`config.mk`:
```
export PLATFORM = sky130hd
export DESIGN_NAME = sram_rgb_line_filter
export DESIGN_NICKNAME = d
export VERILOG_FILES = /design/src/rtl/sram_rgb_pkg.sv /design/src/rtl/sram_rgb_line_filter_pixel_fifo.sv /design/src/rtl/sram_rgb_line_filter.sv
export SDC_FILE = /design/constraint.sdc
export NUM_CORES = 1
export LEC_CHECK = 0
export BUFFER_PORTS_ARGS = -buffer_cell sky130_fd_sc_hd__buf_2
export CAP_MARGIN = 5
export CELL_PAD_IN_SITES_DETAIL_PLACEMENT = 1
export CELL_PAD_IN_SITES_GLOBAL_PLACEMENT = 2
export CORE_MARGIN = 2
export CORE_UTILIZATION = 44
export DETAILED_ROUTE_END_ITERATION = 7
export PLACE_DENSITY_LB_ADDON = 0.2
export SETUP_SLACK_MARGIN = 0.05
export SYNTH_ARGS = -nofsm -noshare
export SYNTH_HDL_FRONTEND = slang
export SYNTH_SLANG_ARGS = --single-unit
```
`constraint.sdc`:
```
create_clock -name Clock -period 4.7 [get_ports Clock]
set_clock_uncertainty 0.15 [all_clocks]
set_input_delay 0.235 -clock Clock [delete_from_list [all_inputs] [get_ports Clock]]
set_output_delay 0.235 -clock Clock [all_outputs]
set_load 0.1 [all_outputs]
```
`src/rtl/sram_rgb_pkg.sv`:
```
// Shared types and helpers for the SRAM RGB line filter.
//  mode_t   : filter selection latched at frame start (3 behaves as pass-through)
//  state_t  : fetch sequencer states
//  rgb24_t  : one unpacked source pixel, 8 bits per channel
//  rgb30_t  : one output pixel, 10 bits per channel
//  expand10 : widen an 8-bit channel to the 10-bit output scale
//  avg10    : 2-tap average, 11-bit sum, truncated result
package sram_rgb_pkg;

  typedef enum logic [1:0] {
    MODE_PASS     = 2'd0,
    MODE_AVG2     = 2'd1,
    MODE_INTERP2X = 2'd2,
    MODE_RSVD     = 2'd3
  } mode_t;

  typedef enum logic [1:0] {
    S_IDLE  = 2'd0,
    S_FETCH = 2'd1,
    S_DRAIN = 2'd2,
    S_DONE  = 2'd3
  } state_t;

  typedef struct packed {
    logic [7:0] r;
    logic [7:0] g;
    logic [7:0] b;
  } rgb24_t;

  typedef struct packed {
    logic [9:0] r;
    logic [9:0] g;
    logic [9:0] b;
  } rgb30_t;

  function automatic logic [9:0] expand10(input logic [7:0] v);
    return {v, 2'b00};
  endfunction

  function automatic logic [9:0] avg10(input logic [9:0] a, input logic [9:0] b);
    logic [10:0] sum;
    sum = {1'b0, a} + {1'b0, b};
    return sum[10:1];
  endfunction

  function automatic rgb30_t widen(input rgb24_t p);
    rgb30_t o;
    o.r = expand10(p.r);
    o.g = expand10(p.g);
    o.b = expand10(p.b);
    return o;
  endfunction

  function automatic rgb30_t avg_rgb(input rgb30_t a, input rgb30_t b);
    rgb30_t o;
    o.r = avg10(a.r, b.r);
    o.g = avg10(a.g, b.g);
    o.b = avg10(a.b, b.b);
    return o;
  endfunction

endpackage

```
`src/rtl/sram_rgb_line_filter_pixel_fifo.sv`:
```
// pixel_fifo: small synchronous first-word-fall-through FIFO for unpacked pixels.
//  clk_i, rst_ni     : clock, asynchronous active-low reset (pointers/count only)
//  push_i, din_i     : write strobe and data (ignored when full)
//  pop_i, dout_o     : read strobe (ignored when empty), head-of-queue data
//  full_o, empty_o   : status flags
//  count_o           : number of stored entries, 0..DEPTH
module pixel_fifo #(
  parameter int DEPTH = 8,
  parameter int WIDTH = 24
) (
  input  logic                     clk_i,
  input  logic                     rst_ni,
  input  logic                     push_i,
  input  logic [WIDTH-1:0]         din_i,
  input  logic                     pop_i,
  output logic [WIDTH-1:0]         dout_o,
  output logic                     full_o,
  output logic                     empty_o,
  output logic [$clog2(DEPTH):0]   count_o
);

  localparam int AW = $clog2(DEPTH);

  generate
    if (DEPTH < 4 || (DEPTH & (DEPTH - 1)) != 0) begin : g_bad_depth
      $error("pixel_fifo DEPTH must be a power of 2 and >= 4");
    end
  endgenerate

  logic [WIDTH-1:0] mem_q [DEPTH];
  logic [AW-1:0]    wr_ptr_q, rd_ptr_q;
  logic [AW:0]      count_q;
  logic             wr_en, rd_en;

  assign full_o  = (count_q == (AW+1)'(DEPTH));
  assign empty_o = (count_q == '0);
  assign count_o = count_q;
  assign wr_en   = push_i && !full_o;
  assign rd_en   = pop_i && !empty_o;
  // Head is read combinationally so the filter sees it in the same cycle it
  // decides to pop; the array is only a handful of entries deep.
  assign dout_o  = mem_q[rd_ptr_q];

  always_ff @(posedge clk_i) begin
    if (wr_en) mem_q[wr_ptr_q] <= din_i;
  end

  always_ff @(posedge clk_i or negedge rst_ni) begin
    if (!rst_ni) begin
      wr_ptr_q <= '0;
      rd_ptr_q <= '0;
      count_q  <= '0;
    end else begin
      if (wr_en) wr_ptr_q <= wr_ptr_q + 1'b1;
      if (rd_en) rd_ptr_q <= rd_ptr_q + 1'b1;
      case ({wr_en, rd_en})
        2'b10:   count_q <= count_q + 1'b1;
        2'b01:   count_q <= count_q - 1'b1;
        default: count_q <= count_q;
      endcase
    end
  end

endmodule

```
`src/rtl/sram_rgb_line_filter.sv`:
```
// sram_rgb_line_filter: reads a packed 24-bit RGB frame from SRAM (3 words per
// 2 pixels) and streams one filtered 10-bit/channel pixel per valid/ready beat.
//  Clock, Resetn          : clock, asynchronous active-low reset
//  start, base_addr, mode : frame request; address and mode latched on accept
//  busy, done             : frame in progress / one-cycle completion pulse
//  SRAM_address, SRAM_we_n, SRAM_read_data : read-only SRAM port
//  pix_ready, pix_valid, pix_red/green/blue, pix_sol, pix_eof : pixel stream
module sram_rgb_line_filter
  import sram_rgb_pkg::*;
#(
  parameter int IMG_W           = 320,
  parameter int IMG_H           = 240,
  parameter int SRAM_RD_LATENCY = 2,
  parameter int FIFO_DEPTH      = 8
) (
  input  logic        Clock,
  input  logic        Resetn,
  input  logic        start,
  input  logic [17:0] base_addr,
  input  logic [1:0]  mode,
  output logic        busy,
  output logic        done,
  output logic [17:0] SRAM_address,
  output logic        SRAM_we_n,
  input  logic [15:0] SRAM_read_data,
  input  logic        pix_ready,
  output logic        pix_valid,
  output logic [9:0]  pix_red,
  output logic [9:0]  pix_green,
  output logic [9:0]  pix_blue,
  output logic        pix_sol,
  output logic        pix_eof
);

  localparam int WORDS_PER_LINE = 3 * IMG_W / 2;
  localparam int TOTAL_WORDS    = IMG_H * WORDS_PER_LINE;
  localparam int WORD_W         = $clog2(TOTAL_WORDS + 1);
  localparam int COL_W          = $clog2(IMG_W);
  localparam int ROW_W          = $clog2(IMG_H + 1);
  localparam int CNT_W          = $clog2(FIFO_DEPTH) + 1;
  localparam int IF_W           = $clog2(SRAM_RD_LATENCY + 1) + 1;
  localparam logic [WORD_W-1:0] LAST_WORD = WORD_W'(TOTAL_WORDS - 1);
  localparam logic [COL_W-1:0]  LAST_COL  = COL_W'(IMG_W - 1);
  localparam logic [ROW_W-1:0]  LAST_ROW  = ROW_W'(IMG_H - 1);

  generate
    if ((IMG_W % 2) != 0) begin : g_bad_width
      $error("IMG_W must be even");
    end
  endgenerate

  // ---------------- fetch sequencer ----------------
  state_t             state_q;
  logic               busy_q, done_q;
  logic [17:0]        addr_q;
  logic [WORD_W-1:0]  word_cnt_q;
  mode_t              mode_q;
  logic [IF_W-1:0]    inflight_q;
  logic               tag_q [SRAM_RD_LATENCY];

  logic               start_accept, issue, ret, credit_ok, eof_hs;
  logic [15:0]        free_w, need_w;
  logic               fifo_full, fifo_empty, fifo_push, fifo_pop;
  logic [CNT_W-1:0]   fifo_count;
  logic [23:0]        fifo_din, fifo_dout;

  // A word may only be issued if the FIFO can absorb everything already in
  // flight plus this word, so a return never finds the FIFO full.
  assign free_w       = 16'(FIFO_DEPTH) - 16'(fifo_count);
  assign need_w       = 16'(inflight_q) + 16'd2;
  assign credit_ok    = (free_w >= need_w) && !fifo_full;
  assign start_accept = (state_q == S_IDLE) && start;
  assign issue        = (state_q == S_FETCH) && credit_ok;
  assign ret          = tag_q[SRAM_RD_LATENCY-1];

  always_ff @(posedge Clock or negedge Resetn) begin
    if (!Resetn) begin
      state_q    <= S_IDLE;
      busy_q     <= 1'b0;
      done_q     <= 1'b0;
      addr_q     <= '0;
      word_cnt_q <= '0;
      mode_q     <= MODE_PASS;
    end else begin
      done_q <= 1'b0;
      case (state_q)
        S_IDLE: if (start) begin
          busy_q     <= 1'b1;
          addr_q     <= base_addr;
          mode_q     <= mode_t'(mode);
          word_cnt_q <= '0;
          state_q    <= S_FETCH;
        end
        S_FETCH: if (issue) begin
          if (word_cnt_q == LAST_WORD) begin
            state_q <= S_DRAIN;
          end else begin
            addr_q     <= addr_q + 18'd1;
            word_cnt_q <= word_cnt_q + 1'b1;
          end
        end
        S_DRAIN: if (eof_hs) begin
          busy_q  <= 1'b0;
          done_q  <= 1'b1;
          state_q <= S_DONE;
        end
        default: state_q <= S_IDLE;
      endcase
    end
  end

  assign busy         = busy_q;
  assign done         = done_q;
  assign SRAM_address = addr_q;
  assign SRAM_we_n    = 1'b1;

  // Outstanding-read count for the credit check.
  always_ff @(posedge Clock or negedge Resetn) begin
    if (!Resetn) begin
      inflight_q <= '0;
    end else begin
      case ({issue, ret})
        2'b10:   inflight_q <= inflight_q + 1'b1;
        2'b01:   inflight_q <= inflight_q - 1'b1;
        default: inflight_q <= inflight_q;
      endcase
    end
  end

  // Valid tags travel alongside the SRAM pipeline; tag_q[LAT-1] marks the
  // cycle in which SRAM_read_data belongs to an issued address.
  always_ff @(posedge Clock or negedge Resetn) begin
    if (!Resetn) tag_q[0] <= 1'b0;
    else         tag_q[0] <= issue;
  end

  generate
    for (genvar gi = 1; gi < SRAM_RD_LATENCY; gi++) begin : g_tag
      always_ff @(posedge Clock or negedge Resetn) begin
        if (!Resetn) tag_q[gi] <= 1'b0;
        else         tag_q[gi] <= tag_q[gi-1];
      end
    end
  endgenerate

  // ---------------- unpacker ----------------
  // W0={R0,G0} W1={B0,R1} W2={G1,B1}: pixel 0 completes on W1, pixel 1 on W2.
  logic [1:0]  phase_q;
  logic [15:0] w0_q;
  logic [7:0]  r1_q;

  assign fifo_push = ret && (phase_q != 2'd0);
  assign fifo_din  = (phase_q == 2'd1) ? {w0_q, SRAM_read_data[15:8]}
                                       : {r1_q, SRAM_read_data};

  always_ff @(posedge Clock or negedge Resetn) begin
    if (!Resetn) begin
      phase_q <= 2'd0;
      w0_q    <= '0;
      r1_q    <= '0;
    end else if (start_accept) begin
      phase_q <= 2'd0;
    end else if (ret) begin
      case (phase_q)
        2'd0:    begin w0_q <= SRAM_read_data; phase_q <= 2'd1; end
        2'd1:    begin r1_q <= SRAM_read_data[7:0]; phase_q <= 2'd2; end
        default: phase_q <= 2'd0;
      endcase
    end
  end

  pixel_fifo #(.DEPTH(FIFO_DEPTH), .WIDTH(24)) u_fifo (
    .clk_i   (Clock),
    .rst_ni  (Resetn),
    .push_i  (fifo_push),
    .din_i   (fifo_din),
    .pop_i   (fifo_pop),
    .dout_o  (fifo_dout),
    .full_o  (fifo_full),
    .empty_o (fifo_empty),
    .count_o (fifo_count)
  );

  // ---------------- filter / output register ----------------
  logic [COL_W-1:0] in_col_q;
  logic [ROW_W-1:0] in_row_q;
  logic [1:0]       step_q;
  rgb24_t           prev_q;
  rgb30_t           pix_q;
  logic             pix_valid_q, pix_sol_q, pix_eof_q;

  rgb24_t head;
  rgb30_t head10, blend, emit_d;
  logic   col_first, col_last, row_last, last_step, sol_d, eof_d, load, take;

  assign head      = rgb24_t'(fifo_dout);
  assign head10    = widen(head);
  assign blend     = avg_rgb(widen(prev_q), head10);
  assign col_first = (in_col_q == '0);
  assign col_last  = (in_col_q == LAST_COL);
  assign row_last  = (in_row_q == LAST_ROW);

  // Interpolation expands source pixel k>0 into avg(k-1,k) then k; the last
  // source pixel of a line gets a third step that repeats it.
  always_comb begin
    emit_d    = head10;
    last_step = 1'b1;
    sol_d     = col_first;
    eof_d     = col_last && row_last;
    case (mode_q)
      MODE_AVG2: if (!col_first) emit_d = blend;
      MODE_INTERP2X: if (!col_first) begin
        case (step_q)
          2'd0: begin emit_d = blend; last_step = 1'b0; eof_d = 1'b0; end
          2'd1: begin last_step = !col_last; eof_d = 1'b0; end
          default: eof_d = row_last;
        endcase
      end
      default: ;
    endcase
  end

  assign load     = !pix_valid_q || pix_ready;
  assign take     = load && !fifo_empty;
  assign fifo_pop = take && last_step;
  assign eof_hs   = pix_valid_q && pix_ready && pix_eof_q;

  always_ff @(posedge Clock or negedge Resetn) begin
    if (!Resetn) begin
      pix_valid_q <= 1'b0;
      pix_sol_q   <= 1'b0;
      pix_eof_q   <= 1'b0;
      pix_q       <= '0;
      in_col_q    <= '0;
      in_row_q    <= '0;
      step_q      <= '0;
      prev_q      <= '0;
    end else if (start_accept) begin
      in_col_q <= '0;
      in_row_q <= '0;
      step_q   <= '0;
      prev_q   <= '0;
    end else if (load) begin
      pix_valid_q <= !fifo_empty;
      if (take) begin
        pix_q     <= emit_d;
        pix_sol_q <= sol_d;
        pix_eof_q <= eof_d;
        if (last_step) begin
          step_q <= '0;
          if (col_last) begin
            in_col_q <= '0;
            prev_q   <= '0;
            in_row_q <= row_last ? '0 : in_row_q + 1'b1;
          end else begin
            in_col_q <= in_col_q + 1'b1;
            prev_q   <= head;
          end
        end else begin
          step_q <= step_q + 2'd1;
        end
      end else begin
        pix_sol_q <= 1'b0;
        pix_eof_q <= 1'b0;
      end
    end
  end

  assign pix_valid = pix_valid_q;
  assign pix_red   = pix_q.r;
  assign pix_green = pix_q.g;
  assign pix_blue  = pix_q.b;
  assign pix_sol   = pix_sol_q;
  assign pix_eof   = pix_eof_q;

endmodule

```
==> results of run 1 <==
==> power by group <==
part / switching (mW) / internal (mW) / leakage (nW)
clock: 1.24 / 2.17 / 0.700
sequential: 0.558 / 4.40 / 3.56
combinational: 4.72 / 2.67 / 3.01
total: 6.52 / 9.24 / 7.28
==> layer usage <==
metal	global-route usage	share of wire	up-vias
met1	0.309	0.47	5255
li1	-	-	4714
met3	0.0292	0.032	40
met4	0.0476	0.015	0
met2	0.347	0.48	174
met5	0	0	-
==> state kept, by name, indices dropped and copies added, names as in the netlist, 4 cells and up <==
register / flops
in_col_q: 9
SRAM_address: 18
pix_blue: 9
prev_q: 24
pix_green: 9
word_cnt_q: 17
u_fifo.count_o: 4
r1_q: 8
pix_red: 9
u_fifo.mem_q: 192
w0_q: 16
in_row_q: 8
==> how the worst max path moves through the flow <==
stage,startpoint,endpoint,slack [ps]
2_1_floorplan,u_fifo.count_o[0],u_fifo.mem_q[0][0],1100
3_3_place_gp,u_fifo.rd_ptr_q[0],pix_red[8],1170
3_5_place_dp,u_fifo.rd_ptr_q[0],pix_red[8],1140
4_1_cts,u_fifo.rd_ptr_q[0],pix_green[9],1070
5_1_grt,u_fifo.rd_ptr_q[0],pix_red[8],720
6_report,u_fifo.rd_ptr_q[0],pix_green[9],1100
==> cells by family (layout without fill, tap and decap cells) <==
group | count (synthesis) | in the layout | synth area share
buffers and inverters | 93 | 261 | 0.0252
xor gates and xnor gates | 43 | 43 | 0.0236
muxes | 128 | 128 | 0.123
DFF | 347 | 347 | 0.603
other | 2 | 4 | 0.000470
adders and majority gates | 54 | 54 | 0.0446
and+or+nand+nor | 311 | 311 | 0.0966
AOI/OAI and AO/OA | 198 | 198 | 0.0828
==> placed cells by master (no fill, tap or decap), types with 7 or more instances in the layout <==
cell type and n:
a21oi_1 40, a221oi_1 7, a22o_1 18, a22oi_1 7, a32oi_1 7, and3_1 11, buf_2 88, buf_4 21
bufinv_16 11, clkbuf_1 8, clkbuf_16 39, dfrtp_1 153, dlygate4sd3_1 38, edfxtp_1 192, ha_1 49, inv_1 40
mux2_2 63, mux2i_1 16, mux4_2 48, nand2_1 84, nand3_1 38, nor2_1 77, nor2b_1 7, nor3_1 23
nor4_1 8, o21a_1 12, o21ai_0 57, or3_1 9, xnor2_1 34, xor2_1 9
==> critical path: stages, from the launching register on <==
cell	delay [ps]
dfrtp_2	570
buf_12	270
mux4_2	520
mux2i_1	440
inv_1	100
ha_1	210
inv_1	70
fa_1	210
nor2b_1	80
o31ai_1	210
a21oi_1	140
o21a_1	190
o21ai_0	170
nand3_1	100
==> through the flow <==
step / hold slack (ps) / setup slack, ps / cell area [sq um] / cells
floorplan: -211 / 1100 / 16000 / 1178
global placement: 185 / 1170 / 17100 / 1698
detailed placement: 208 / 1140 / 17100 / 1698
CTS: 36.0 / 1070 / 18900 / 1807
global route: 94.5 / 721 / 18900 / 1807
finish: 39.2 / 1100 / 18900 / 1807
==> final cells by class <==
cell class / count / area, sq um / area share
Timing Repair Buffer: 150 / 1030 / 0.0546
Clock buffer: 49 / 1030 / 0.0548
Clock inverter: 22 / 408 / 0.0216
Inverter: 40 / 150 / 0.00796
Sequential cell: 347 / 9650 / 0.511
Tap cell: 461 / 577 / 0.0306
Multi-Input combinational cell: 738 / 6030 / 0.319
==> out/metrics.csv, run 1 <==
stage;metric;value;unit
synth;synth-seq-area-share;0.603;
global_routing;grt_overflow;0;
synth;yosys.area.top_type;edfxtp_1;
worst_hold_path;worstHoldPathCells;4;
clock_tree;h-tree-depth;2;
clock_tree;path_clk_slew;60;ps
sta;tightest_slew;1140;ps
critical_path;critPathRequiredTime;4960;ps
synth;synth_seq_cells;347;
floorplanning;die_h;195;microns
clock_tree;numCtsBuffers;39;
floorplanning;io-pin-count;94;
placement;gp_congestion;0.753;
sta;final.period_utilization;0.766;
global_routing;grtUsageTotal;0.214;
sta;finalHoldViolCount;0;
synth;synthCells;1176;
synth;yosys_warnings;0;
sta;finalSetupTns;0;ps
global_routing;grt_pass1_vias;10813;
outcome;status;completed;
power_and_ir_drop;vdd_drop_max;0.348;mV
routing;num_vias;10183;
global_routing;antenna_found_initial;0;
finish;final_util;0.529;
power_and_ir_drop;totalPowerFinal;15.8;mW
critical_path;timing.rr.start;u_fifo.rd_ptr_q[0];
sta;finalMaxSlewViolations;0;
clock_tree;clk_latency;540;ps
synth;synth-edff-count;192;
synth;postSynthAreaPerCell;13.6;sq um
critical_path;rr_endpoint;pix_green[9];
critical_path;critPathLaunchType;flip-flop;
floorplanning;coreArea;35700;sq um
worst_hold_path;holdPathEnd;busy;
worst_hold_path;hp-start;start;
critical_path;worstSetupPathType;flip-flop to flip-flop;
critical_path;path_max_fanout;24;
clock_tree;root_buffer;clkbuf_16;
routing;wl_per_cell;21.6;microns
clock_tree;cts_tree;yes;
power_and_ir_drop;powerDensity;835;nW/um^2
critical_path;crit_arrival;3860;ps
worst_hold_path;hold_class;input port to flip-flop;
synth;synthTopCellsByCount;edfxtp_1 (192), dfrtp_1 (155), nor2_1 (85), nand2_1 (84), mux2_2 (63);
floorplanning;die_w;195;microns
sta;max_slew_margin;0.237;
finish;area_growth_syn_to_layout;18.1;%
finish;nets;1410;
synth;yosysMostFrequentCell;edfxtp_1;
sta;grt_setup_unrepaired;no;
synth;synthTopCellsByArea;edfxtp_1 (36%), dfrtp_1 (24%), mux4_2 (6.8%), mux2_2 (4.4%), ha_1 (3.8%);
floorplanning;start_util;0.448;
clock_tree;cts_setup_buffers;0;
routing;first_pass_iters;5;
global_routing;grt_max_degree;96;
finish;final_layout_size_suffix_gt1_frac;0.233;
power_and_ir_drop;p_leak;7.28;nW
routing;drc;0;
sta;fmax;278;MHz
critical_path;cp-end-kind;flip-flop;
placement;post-dp-hpwl;25.3;mm
finish;fillers;3505;
sta;setup_viol;0;
floorplanning;dieArea;37900;sq um
clock_tree;cts.sinks;347;
critical_path;rr_worst_depth;13;
synth;async_flop_share;0.447;
synth;synth.top_cell.area_share;0.361;
finish;diodes;0;
placement;io_buffers;89;
global_routing;grt_pass1_wl;63.1;mm
synth;netlist_area;16000;sq um
floorplanning;rows;69;
routing;wl;39.1;mm
clock_tree;cts_hold_buf;38;
sta;layout_min_cycle_time;3600;ps
synth;yosys.cell_types.count;76;
synth;synth_ff_type;edfxtp_1;
job;max_cap_viol_count;0;
routing;viasPerCell;5.64;
routing;drtAntennaViolNets;0;
clock_tree;cts_resized;0;
critical_path;r2r_slack;1100;ps
clock_tree;clk_path_buf_depth;3;
routing;drtIter0Drc;599;
(Power assumes the default switching activity.)
==> inputs of run 2 (changes only) <==
--- a/config.mk
+++ b/config.mk
@@ -5,12 +5,13 @@
 export SDC_FILE = /design/constraint.sdc
 export NUM_CORES = 1
 export LEC_CHECK = 0
+export ABC_AREA = 1
 export BUFFER_PORTS_ARGS = -buffer_cell sky130_fd_sc_hd__buf_2
 export CAP_MARGIN = 5
 export CELL_PAD_IN_SITES_DETAIL_PLACEMENT = 1
 export CELL_PAD_IN_SITES_GLOBAL_PLACEMENT = 2
 export CORE_MARGIN = 2
-export CORE_UTILIZATION = 44
+export CORE_UTILIZATION = 35
 export DETAILED_ROUTE_END_ITERATION = 7
 export PLACE_DENSITY_LB_ADDON = 0.2
 export SETUP_SLACK_MARGIN = 0.05
==> constraint.sdc (replaced) <==
create_clock -name Clock -period 2.91 [get_ports Clock]
set_clock_uncertainty 0.15 [all_clocks]
set_input_delay 0.1455 -clock Clock [delete_from_list [all_inputs] [get_ports Clock]]
set_output_delay 0.1455 -clock Clock [all_outputs]
set_load 0.1 [all_outputs]
==> out/metrics.csv, run 2 <==
stage;metric;value;unit;change
outcome;status;completed;;
synth;yosys_warnings;0;;unchanged
routing;wl;49.6;mm;+27%
critical_path;path_cells;ha_1 -> inv_1 -> ha_1 -> nand2_2 -> inv_2 -> nand2_2 -> nand4_1 -> nand2_2 -> nor2_2 -> inv_1 -> ha_2 -> inv_4 -> fa_2 -> a21oi_2 -> o21ai_1 -> xnor2_1;;
finish;largest_reg_flops;192;;unchanged
synth;synth-seq-area-share;0.564;;-0.0396
synth;netlist_area;17100;sq um;+7.0%
sta;max_slew_margin;0.362;;+0.126
finish;diodes;0;;unchanged
placement;post-dp-hpwl;32.4;mm;+28%
synth;synth_seq_cells;347;;unchanged
critical_path;cp-end-kind;flip-flop;;
synth;yosys.cell_types.count;52;;-32%
sta;finalMaxSlewViolations;0;;unchanged
power_and_ir_drop;p_leak;9.04;nW;+24%
sta;finalSetupTns;0;ps;unchanged
critical_path;path_max_fanout;4;;-83%
critical_path;critPathBufInv;4;;+1
sta;fmax;365;MHz;+32%
sta;layout_min_cycle_time;2740;ps;-864 ps
finish;design_area;20900;sq um;+11%
finish;layout_common_cells;nand2_1 (500), nor2_1 (203), edfxtp_1 (192), o21ai_0 (170), dfrtp_1 (152);;
synth;synthCells;1860;;+58%
clock_tree;path_clk_slew;60;ps;about the same
critical_path;critPathMaxStageDelay;440;ps;-130 ps
synth;synth-edff-count;192;;unchanged
sta;setup_viol;0;;unchanged
finish;area_growth_syn_to_layout;22.2;%;
placement;post-place-cells;2567;;+51%
synth;postSynthAreaPerCell;9.20;sq um;-32%
critical_path;critPathRequiredTime;3220;ps;-1740 ps
finish;layout_commonest_cell;nand2_1;;
clock_tree;cts.sinks;347;;unchanged
global_routing;antenna_found_initial;0;;unchanged
routing;first_pass_iters;4;;-1
routing;drtAntennaViolNets;0;;unchanged
finish;nets;2136;;+51%
synth;synthTopCellsByArea;edfxtp_1 (34%), dfrtp_1 (23%), nand2_1 (11%), o21ai_0 (5.3%), nor2_1 (4.7%);;
clock_tree;h-tree-depth;2;;unchanged
power_and_ir_drop;totalPowerFinal;26.4;mW;+68%
routing;viasPerCell;4.95;;-12%
sta;final.period_utilization;0.940;;+0.174
finish;final_layout_size_suffix_gt1_frac;0.172;;-0.0612
global_routing;grt_max_degree;52;;-46%
placement;io_buffers;89;;unchanged
routing;drtIter0Drc;648;;+8.2%
clock_tree;clk_path_buf_depth;3;;unchanged
critical_path;crit_top_cell;nand2_2;;
critical_path;critPathLaunchType;flip-flop;;
sta;finalHoldViolCount;0;;unchanged
synth;yosys.area.top_type;edfxtp_1;;
power_and_ir_drop;powerDensity;1260;nW/um^2;+51%
finish;final_util;0.431;;-0.0986
critical_path;slowest_stage;dfrtp_1;;
sta;tightest_slew;947;ps;-195 ps
critical_path;crit_family;adder cells;;
placement;gp_congestion;0.818;;+8.6%
clock_tree;root_buffer;clkbuf_16;;
floorplanning;die_w;225;microns;+16%
floorplanning;start_util;0.352;;-0.0959
global_routing;grtUsageTotal;0.198;;-0.0164
global_routing;grt_overflow;0;;unchanged
job;max_cap_viol_count;0;;unchanged
placement;dpl_cell_area;18700;sq um;+10%
global_routing;grt_pass1_wl;78.1;mm;+24%
synth;synth_ff_type;edfxtp_1;;
routing;num_vias;13359;;+31%
floorplanning;coreArea;48500;sq um;+36%
routing;wl_per_cell;18.4;microns;-15%
worst_hold_path;hold_class;input port to async pin;;
synth;synthTopCellsByCount;nand2_1 (510), nor2_1 (214), edfxtp_1 (192), o21ai_0 (181), dfrtp_1 (155);;
floorplanning;die_h;225;microns;+16%
finish;largest_register;u_fifo.mem_q;;
floorplanning;dieArea;50700;sq um;+34%
critical_path;crit_arrival;3050;ps;-810 ps
floorplanning;io-pin-count;94;;unchanged
clock_tree;numCtsBuffers;42;;+7.7%
routing;drc;0;;unchanged
floorplanning;rows;81;;+17%
synth;async_flop_share;0.447;;unchanged
synth;synth.top_cell.area_share;0.337;;-0.0237
finish;final_cells;2697;;+49%
clock_tree;clk_latency;580;ps;+40 ps
synth;yosysMostFrequentCell;nand2_1;;
critical_path;worstSetupPathType;flip-flop to flip-flop;;
power_and_ir_drop;vdd_drop_max;0.586;mV;+68%
sta;grt_setup_unrepaired;yes;;
global_routing;grt_pass1_vias;14118;;+31%
clock_tree;cts_tree;yes;;
-- run 2: changes by cell type after synthesis, moves of 17 or more --
| cell | previous run | this run |
|---|---|---|
| nand2_1 | 84 | 510 |
| nor2_1 | 85 | 214 |
| o21ai_0 | 57 | 181 |
| inv_1 | 40 | 130 |
| nand3_1 | 38 | 123 |
| mux2_2 | 63 | 8 |
| mux4_2 | 48 | 0 |
| o22ai_1 | 3 | 36 |
| or2_2 | 2 | 29 |
| nor3_1 | 25 | 1 |
| xnor2_1 | 34 | 10 |
| nand4_1 | 5 | 26 |
| a21oi_1 | 41 | 24 |
-- run 2: final cells by class --
type                    count  area (sq um)
fillers                  5543         27600
flip-flops and latches    347          9650
multi-input cells        1301          6780
repair buffers            212          1820
clock buffers              66          1200
well taps                 622           778
inverters                 138           527
clock inverters            11           151
-- run 2: through the flow --
step	hold WS [ps]	setup WS, ps
after detailed placement	-13.3	-8.60
after CTS	32.3	71.3
final	42.2	174
after floorplan	-300	-71.4
after global placement	-16.3	27.1
after global routing	45.3	-15.7
-- run 2: worst reg2reg max path, cell delays in order (launching register included) --
cell and delay (ps):
dfrtp_1 440, ha_1 310, inv_1 40, ha_1 280, nand2_2 70, inv_2 40
nand2_2 50, nand4_1 120, nand2_2 110, nor2_2 40, inv_1 50, ha_2 180
inv_4 40, fa_2 360, a21oi_2 130, o21ai_1 90, xnor2_1 130
-- run 2: path summary, 6_finish.rpt --
check	startpoint	cells past startpoint	slack [ps]	end
worst min-delay path	Resetn	3	40	pix_green[9]
min in group Clock	mode[1]	4	200	mode_q[1]
max in group asynchronous	Resetn	4	2120	SRAM_address[17]
worst min register to register	tag_q[1]	0	200	ret
worst max register to register	inflight_q[1]	16	170	inflight_q[2]
worst max-delay path	inflight_q[1]	16	170	inflight_q[2]
-- run 2: cell families (layout without fill, tap and decap cells) --
| group | after synthesis | count (layout) | share of synthesized area |
|---|---|---|---|
| muxes | 11 | 11 | 0.00702 |
| adders and majority gates | 54 | 54 | 0.0417 |
| and+or+nand+nor | 935 | 935 | 0.233 |
| xor gates and xnor gates | 31 | 31 | 0.0159 |
| AOI/OAI and AO/OA | 266 | 266 | 0.0850 |
| other | 2 | 4 | 0.000439 |
| DFF | 347 | 347 | 0.564 |
| buffers and inverters | 214 | 427 | 0.0530 |
-- run 2: per-layer routing --
layer / part of all wire / vias up / routed length [microns] / track usage
met5: 0 / - / 0 / 0
met4: 0.015 / 0 / 736 / 0.0474
met3: 0.033 / 49 / 1650 / 0.0299
met2: 0.47 / 166 / 23500 / 0.333
met1: 0.48 / 6584 / 23700 / 0.268
li1: - / 6560 / - / -
-- run 2: timing repair --
action,4_1_cts,5_1_grt
setup buffers,1,9
hold endpoints to repair,217,0
gates cloned,0,3
pin swaps,0,9
hold buffers,40,0
gates resized for setup,3,64
endpoints found under the setup margin,1,21
-- run 2: report_power, final --
group	internal (mW)	switching (mW)
sequential	6.50	0.718
clock	3.11	2.06
combinational	4.41	9.61
total	14.0	12.4
==> inputs of run 3 (changes only) <==
==> constraint.sdc (replaced) <==
create_clock -name Clock -period 2.91 [get_ports Clock]
set_clock_uncertainty 0.15 [all_clocks]
set_input_delay 0.1455 -clock Clock [delete_from_list [all_inputs] [get_ports Clock]]
set_output_delay 0.1455 -clock Clock [all_outputs]
set_load 0.02 [all_outputs]
==> out/metrics.csv, run 3 (synthesis results as in run 2) <==
stage;metric;value;unit;change
finish;layout_common_cells;nand2_1 (494), nor2_1 (202), edfxtp_1 (192), o21ai_0 (177), dfrtp_1 (152);;
finish;area_growth_syn_to_layout;22.4;%;
sta;hold_ws;11.7;ps;-30.5 ps
critical_path;timing.rr.start;u_fifo.count_o[1];;
placement;gp_congestion;0.793;;-3.0%
finish;layout_commonest_cell;nand2_1;;
critical_path;rr_worst_depth;16;;unchanged
critical_path;crit_top_cell;nand2_1;;
critical_path;path_max_fanout;3;;-1
power_and_ir_drop;powerDensity;1190;nW/um^2;-5.8%
sta;max_slew_margin;0.386;;+0.0244
sta;finalHoldViolCount;0;;unchanged
sta;finalSetupTns;0;ps;unchanged
floorplanning;coreArea;48500;sq um;unchanged
clock_tree;root_buffer;clkbuf_16;;
routing;drc;0;;unchanged
finish;multi_input_area;6870;sq um;+1.2%
floorplanning;io-pin-count;94;;unchanged
critical_path;slowest_stage;dfrtp_1;;
power_and_ir_drop;vdd_drop_max;0.470;mV;-20%
routing;drtAntennaViolNets;0;;unchanged
critical_path;path_cells;inv_2 -> ha_4 -> ha_1 -> nand2_1 -> nand2_1 -> nand2_1 -> nand4_1 -> nand2_2 -> nor2_2 -> inv_1 -> ha_2 -> inv_4 -> fa_2 -> buf_4 -> o21ai_2 -> xnor2_1;;
global_routing;grt_overflow;0;;unchanged
sta;grt_setup_unrepaired;yes;;
critical_path;critPathRequiredTime;3260;ps;+40 ps
clock_tree;clk_path_buf_depth;3;;unchanged
global_routing;grtUsageTotal;0.200;;+0.00270
floorplanning;die_h;225;microns;unchanged
finish;diodes;0;;unchanged
clock_tree;cts_tree;yes;;
critical_path;cp.depth;16;;unchanged
sta;tightest_slew;911;ps;-36.2 ps
routing;wl_per_cell;18.9;microns;+2.5%
outcome;status;completed;;
power_and_ir_drop;p_leak;9.04;nW;about the same
critical_path;worstSetupPathType;flip-flop to flip-flop;;
critical_path;crit_arrival;3130;ps;+80 ps
clock_tree;h-tree-depth;2;;unchanged
sta;setup_viol;0;;unchanged
critical_path;critPathMaxStageDelay;420;ps;-20 ps
finish;largest_reg_flops;192;;unchanged
floorplanning;start_util;0.352;;unchanged
routing;wl;50.7;mm;+2.3%
global_routing;grt_pass1_wl;78.9;mm;+0.99%
worst_hold_path;hold_class;input port to async pin;;
routing;drtIter0Drc;600;;-7.4%
finish;largest_register;u_fifo.mem_q;;
critical_path;critical_path.startpoint;u_fifo.count_o[1];;
floorplanning;rows;81;;unchanged
global_routing;grt_max_degree;64;;+23%
critical_path;cp-end-kind;flip-flop;;
global_routing;grt_pass1_vias;13981;;-0.97%
clock_tree;cts.sinks;347;;unchanged
sta;fmax;360;MHz;-1.5%
finish;final_util;0.431;;+0.000619
placement;post-place-cells;2557;;-0.39%
finish;final_layout_size_suffix_gt1_frac;0.180;;+0.00832
sta;layout_min_cycle_time;2780;ps;+42.7 ps
sta;finalMaxSlewViolations;0;;unchanged
global_routing;antenna_found_initial;0;;unchanged
finish;seqCellArea;9650;sq um;unchanged
job;max_cap_viol_count;0;;unchanged
floorplanning;die_w;225;microns;unchanged
sta;final.period_utilization;0.955;;+0.0147
routing;viasPerCell;5.03;;+1.5%
finish;fillers;5486;;-1.0%
clock_tree;clk_latency;580;ps;about the same
critical_path;critPathLaunchType;flip-flop;;
placement;io_buffers;89;;unchanged
critical_path;crit_family;adder cells;;
clock_tree;path_clk_slew;60;ps;about the same
routing;num_vias;13518;;+1.2%
finish;nets;2128;;-0.37%
floorplanning;dieArea;50700;sq um;unchanged
critical_path;critPathBufInv;4;;unchanged
placement;post-dp-hpwl;33.0;mm;+2.0%
routing;first_pass_iters;4;;unchanged
clock_tree;numCtsBuffers;42;;unchanged
finish;final_cells;2690;;-0.26%
run 3: path summary, 6_finish.rpt:
kind | endpoint | slack (ps)
setup / recovery | inflight_q[2] | 130
hold / removal | pix_green[6] | 10
setup reg to reg | inflight_q[2] | 130
hold reg to reg | ret | 240
max in group asynchronous | u_fifo.count_o[2] | 2210
min in group Clock | mode_q[1] | 210
run 3: area by class of cell:
type / count / share of cell area
Timing Repair Buffer: 204 / 0.0822
Tap cell: 622 / 0.0372
Inverter: 138 / 0.0252
Clock inverter: 23 / 0.0123
Clock buffer: 55 / 0.0544
Multi-Input combinational cell: 1301 / 0.328
Sequential cell: 347 / 0.461
run 3: per-layer routing:
metal / vias up / GRT usage / part of all wire
met5: - / 0 / 0
met4: 0 / 0.0611 / 0.022
met3: 69 / 0.0258 / 0.027
met2: 166 / 0.327 / 0.47
met1: 6743 / 0.279 / 0.48
li1: 6540 / - / -
run 3: stage by stage:
step	area, sq um	power (mW)	setup WS, ps
global route	20900	26.9	-72.2
CTS	20500	24.3	0.0644
detailed placement	18600	18.7	-5.57
finish	20900	24.9	131
floorplan	17100	14.7	-71.4
global placement	18600	18.3	113
run 3: repair_timing:
item                       in CTS  in global routing
setup buffers                   1                 11
resized for setup               4                 79
hold buffers                   40                  0
pin swaps                       0                 13
cloned                          1                  2
hold endpoints to repair      230                  0
setup endpoints to repair       6                 22
run 3: worst min-delay path, delay by kind of cell:
family,cells,cell delay [ps]
buf+inv,3,980
run 3: power breakdown:
group / leakage (nW) / internal, mW / switching, mW
clock: 0.688 / 3.15 / 2.17
sequential: 3.73 / 6.50 / 0.758
combinational: 4.62 / 4.42 / 7.90
total: 9.04 / 14.1 / 10.8
